`src/rtl/fft_params_pkg.sv`:
```
// Shared FFT frame parameters, sample/beat types and the bit-reverse helper.
package fft_params_pkg;
  localparam int ADDR_W = 8;
  localparam int DEPTH  = 1 << ADDR_W;
  localparam int DATA_W = 32;

  typedef logic [DATA_W-1:0] sample_t;

  typedef enum logic {FILL, DRAIN} ctrl_state_e;

  typedef struct packed {
    logic    last;
    sample_t data;
  } beat_t;

  function automatic logic [ADDR_W-1:0] bitrev(input logic [ADDR_W-1:0] addr);
    logic [ADDR_W-1:0] r;
    for (int i = 0; i < ADDR_W; i++) r[i] = addr[ADDR_W-1-i];
    return r;
  endfunction
endpackage

```
`src/rtl/fft_skid_fifo2.sv`:
```
// Two-entry valid/ready buffer carrying {last, data}; exposes its occupancy so
// the read issuer can reserve space for data already in flight.
module fft_skid_fifo2
  import fft_params_pkg::*;
(
  input  logic       clk,
  input  logic       rst_n,
  input  logic       push,
  input  beat_t      push_beat,
  input  logic       pop,
  output logic       valid,
  output beat_t      head,
  output logic [1:0] count
);
  beat_t      ent [2];
  logic       wp, rp;
  logic [1:0] cnt;

  always_ff @(posedge clk) begin
    if (!rst_n) begin
      wp  <= 1'b0;
      rp  <= 1'b0;
      cnt <= 2'd0;
    end else begin
      if (push) wp <= ~wp;
      if (pop)  rp <= ~rp;
      cnt <= cnt + 2'(push) - 2'(pop);
    end
  end

  always_ff @(posedge clk) begin
    if (push) ent[wp] <= push_beat;
  end

  assign valid = (cnt != 2'd0);
  assign head  = ent[rp];
  assign count = cnt;
endmodule

```
`src/rtl/fft_mem_stream_ctrl.sv`:
```
// FFT sample-memory initiator: FILL writes one frame from s_*, DRAIN reads it back onto m_*.
// Define FFT_BITREV_EN to store the frame in bit-reversed address order.
module fft_mem_stream_ctrl
  import fft_params_pkg::*;
(
  input  logic              clk,
  input  logic              rst_n,
  input  logic              s_valid,
  input  sample_t           s_data,
  output logic              s_ready,
  output logic              m_valid,
  output sample_t           m_data,
  output logic              m_last,
  input  logic              m_ready,
  output logic              mem_wr_en,
  output logic [ADDR_W-1:0] mem_wr_addr,
  output sample_t           mem_wr_data,
  output logic              mem_rd_en,
  output logic [ADDR_W-1:0] mem_rd_addr,
  input  sample_t           mem_rd_data,
  input  logic              mem_ready,
  output logic              frame_done
);
  ctrl_state_e       state, state_nx;
  logic [ADDR_W-1:0] wr_cnt, waddr;
  logic [ADDR_W:0]   rd_cnt;
  logic              inflight, inflight_last;
  logic              in_hs, issue, pop;
  logic              fifo_valid;
  beat_t             fifo_head;
  logic [1:0]        fifo_cnt;
  logic [2:0]        level;

`ifdef FFT_BITREV_EN
  assign waddr = bitrev(wr_cnt);
`else
  assign waddr = wr_cnt;
`endif

  fft_skid_fifo2 u_fifo (
    .clk       (clk),
    .rst_n     (rst_n),
    .push      (inflight),
    .push_beat ({inflight_last, mem_rd_data}),
    .pop       (pop),
    .valid     (fifo_valid),
    .head      (fifo_head),
    .count     (fifo_cnt)
  );

  // Buffered entries plus the read still in the memory pipe must fit in two slots.
  assign level = 3'(fifo_cnt) + 3'(inflight);

  always_comb begin
    s_ready     = (state == FILL) && mem_ready;
    in_hs       = s_ready && s_valid;
    mem_wr_en   = in_hs;
    mem_wr_addr = in_hs ? waddr : '0;
    mem_wr_data = in_hs ? s_data : '0;
    m_valid     = fifo_valid;
    m_data      = fifo_valid ? fifo_head.data : '0;
    m_last      = fifo_valid && fifo_head.last;
    pop         = fifo_valid && m_ready;
    issue       = (state == DRAIN) && mem_ready && !rd_cnt[ADDR_W] &&
                  (level < 3'd2 + 3'(pop));
    mem_rd_en   = issue;
    mem_rd_addr = issue ? rd_cnt[ADDR_W-1:0] : '0;
    frame_done  = pop && fifo_head.last;
    state_nx    = state;
    case (state)
      FILL:    if (in_hs && wr_cnt == ADDR_W'(DEPTH-1)) state_nx = DRAIN;
      DRAIN:   if (frame_done) state_nx = FILL;
      default: state_nx = FILL;
    endcase
  end

  always_ff @(posedge clk) begin
    if (!rst_n) begin
      state         <= FILL;
      wr_cnt        <= '0;
      rd_cnt        <= '0;
      inflight      <= 1'b0;
      inflight_last <= 1'b0;
    end else begin
      state         <= state_nx;
      inflight      <= issue;
      inflight_last <= issue && (rd_cnt[ADDR_W-1:0] == ADDR_W'(DEPTH-1));
      if (in_hs) wr_cnt <= wr_cnt + 1'b1;
      if (frame_done)  rd_cnt <= '0;
      else if (issue)  rd_cnt <= rd_cnt + 1'b1;
    end
  end
endmodule
```
`config.mk`:
```
export PLATFORM = sky130hd
export DESIGN_NAME = fft_mem_stream_ctrl
export DESIGN_NICKNAME = d
export VERILOG_FILES = /design/src/rtl/fft_params_pkg.sv /design/src/rtl/fft_skid_fifo2.sv /design/src/rtl/fft_mem_stream_ctrl.sv
export SDC_FILE = /design/constraint.sdc
export NUM_CORES = 1
export LEC_CHECK = 0
export BUFFER_PORTS_ARGS = -buffer_cell sky130_fd_sc_hd__buf_4
export CAP_MARGIN = 10
export CORE_ASPECT_RATIO = 0.6
export CORE_MARGIN = 8
export CORE_UTILIZATION = 29
export CTS_CLUSTER_DIAMETER = 40
export DETAILED_ROUTE_END_ITERATION = 8
export GPL_TIMING_DRIVEN = 0
export PLACE_DENSITY = 0.6
export SLEW_MARGIN = 20
export SYNTH_ARGS = -nofsm -noshare
export SYNTH_HDL_FRONTEND = slang
export SYNTH_SLANG_ARGS = --single-unit
```
`constraint.sdc`:
```
create_clock -name clk -period 2.84 [get_ports clk]
set_input_delay 0 -clock clk [delete_from_list [all_inputs] [get_ports clk]]
set_output_delay 0 -clock clk [all_outputs]
set_load 0.03 [all_outputs]
```
==> run metrics <==
drt drc=0; Pleak=2.46 nW; via count=3087; number of DRC markers in iteration 0=127; RSZ-0062 raised after global routing=false; post-synthesis mux area share=0.0859; largest cells by area after synthesis=edfxtp_1 (50%), dfxtp_1 (13%), mux2i_1 (8.6%); Hold Vio Cnt, Final=0; Synth Area in Simple Gates=0.186; final worst slack=0.706 ns; layout cells sized above 1=0.335; setup repair bufs after CTS=0; Initial Util=0.293; Worst path max stage delay=0.35 ns; Max IR drop VDD=0.252 mV; Worst path slowest cell=dfxtp_1; Crit Path Class=flop to output pin; core area=13500 um^2; Remaining Overflow, GRT=0; FMAX=469 MHz; Via density=4.39; Final HPWL DP=7910 um; Post-Synth XOR/XNOR Area=0.0199; post-synthesis cell area=3960 um^2; Max-Cap Viols=0; asr flop ratio synth=0; Worst setup EP type=output pin; clock transition at the registers of the reported paths=0.06 ns; Total GRT Usage=0.119; RD Place Congestion=0.772; Core Util, Final=0.446; total wire length=10600 um; 1st-pass router iterations=4; min Tclk post-route=2.13 ns; Netlist cell types=31; Clock Latency Late Sink=0.32 ns; pwr/cell area=577 nW/um^2; CP required=2.84 ns; Hold-fix buffers, CTS=33; cell mode on critical path=ha_1; Synth Flop Type=edfxtp_1; Post-DRT Antenna Nets=0; Cell Chain, Critical Path=ha_1 > ha_1 > and4bb_2 > clkbuf_1 > and3_1 > buf_4; critical path peak fanout=10; Yosys warnings=0; Mapped Nets=398; initial antenna violation count=0; first-pass GRT wire length=16900 um; row count=33; final max-slew violation count=0; register area share after synthesis=0.627; fill cell count=1253; width of the die=167 um; fin crit share=0.751; cell taking the most area after synthesis=edfxtp_1; Worst Setup Slack post-DPL=0.882 ns; die area=17800 um^2; worst hold margin=0.145 ns; worst path arrival time=2.13 ns; Worst Tran Pin Value=0.711 ns; vias in the first global route=3249; # diodes=0; DIE HEIGHT=107 um; worst clock skew=0.00339 ns; syn_area_per_cell=12.3 um^2; CTS Buffer Depth=2; Synth Register Bits=91; Worst setup SP type=flop; Setup violations, final=0; Slew HR=0.523; Ports=155; EDFF count, synth=66; largest net degree at the start of global routing=24; CTS root buffer=clkbuf_16; Yosys top cell area share=0.500; cells after synthesis=323; outcome=complete, no violations; Nets=598; main combinational cell family by area after synthesis=simple AND/OR/NAND/NOR gates; Avg WL per Cell=15.1 um; Area Overhead vs Synth=52.1%; buffers added on ports=154; CTS tree=built; Num CTS Buffers=9; complex-gate fraction of the synthesized area=0.0398; post-synthesis adder-cell area fraction=0.0190; H-Tree Depth=3; CTS-repair resized insts=0; Sink Count=91; worst hold-check path type=input port to flop
[critical path: cells and delay by family (launching register included)]
kind | cells | cell delay [ns]
buffers and inverters | 2 | 0.48
adders and majority gates | 2 | 0.40
DFF | 1 | 0.35
and+or+nand+nor | 2 | 0.58
[final cells by class]
class | count | area (um^2) | share of cell area
Buffer | 17 | 68.8 | 0.0114
Clock buffer | 10 | 229 | 0.0380
Clock inverter | 6 | 80.1 | 0.0133
Inverter | 6 | 22.5 | 0.00374
Multi-Input combinational cell | 209 | 1400 | 0.232
Sequential cell | 91 | 2480 | 0.412
Tap cell | 175 | 219 | 0.0363
Timing Repair Buffer | 189 | 1530 | 0.253
[cells in the final DEF (no fill, tap or decap), types with 4 or more instances in the layout]
| master | count |
|---|---|
| a21oi_1 | 8 |
| and2_1 | 49 |
| and3_1 | 11 |
| buf_2 | 4 |
| buf_4 | 154 |
| clkbuf_1 | 14 |
| clkbuf_16 | 9 |
| dfxtp_1 | 25 |
| dlygate4sd3_1 | 33 |
| edfxtp_1 | 66 |
| ha_1 | 6 |
| inv_1 | 6 |
| mux2i_1 | 34 |
| nand2_1 | 6 |
| nand3_1 | 6 |
| nand4_1 | 4 |
| nor2_1 | 39 |
| o21ai_0 | 6 |
| o31ai_1 | 5 |
| or4_1 | 5 |
| xnor2_1 | 6 |
[report_power, final]
part	switching (W)	internal [W]	total [W]
sequential	0.0000112	0.00143	0.00144
clock	0.000457	0.000763	0.00122
combinational	0.000486	0.000329	0.000815
total	0.000954	0.00252	0.00348
[sequential cells by signal, indices dropped and copies added, names as in the netlist, named ones only]
signal	flops
inflight	1
u_fifo.ent	66
rd_cnt	9
u_fifo.count	2
inflight_last	1
u_fifo.rp	1
u_fifo.wp	1
state	1
waddr	8
[cell usage after synthesis, drive strengths merged, types with 5 or more instances]
master  instances
nand2           6
a21oi           8
edfxtp         66
ha              6
nor2           39
and3           11
xnor2           6
nand3           6
and2           50
mux2i          34
o21ai           8
o31ai           5
or4             5
dfxtp          25
clkbuf         13
inv             6
[layer usage]
metal	vias up	part of all wire	global-route usage
li1	1545	-	-
met1	1457	0.47	0.148
met2	80	0.47	0.199
met3	5	0.052	0.0333
met4	0	0.0075	0.0333
met5	-	0	0
[worst paths after layout]
path / startpoint / end / slack, ns / cells past startpoint
hold / removal: m_ready / state / 0.15 / 4
setup reg to reg: inflight / rd_cnt[4] / 0.87 / 7
setup / recovery: inflight / mem_rd_addr[2] / 0.71 / 6
hold reg to reg: inflight_last / u_fifo.ent[0][32] / 0.44 / 0
[metrics by stage]
step                      cell area, um^2  cells  power, W  TNS (ns)
after floorplan                      3960    323   0.00193         0
after CTS                            6020    703   0.00354         0
after detailed placement             5390    654   0.00226         0
final                                6020    703   0.00348         0
after global routing                 6020    703   0.00365         0
after global placement               5340    652   0.00225    -21.91
[kinds of logic after synthesis]
| kind of cell | Yosys count |
|---|---|
| multiplexers | 34 |
| AO/OA/AOI/OAI | 26 |
| flip-flops | 91 |
| buffers and inverters | 23 |
| adder cells (fa/ha/maj) | 6 |
| AND/OR/NAND/NOR | 134 |
| XOR/XNOR | 9 |
No activity file was read; power rests on OpenSTA's default activity.
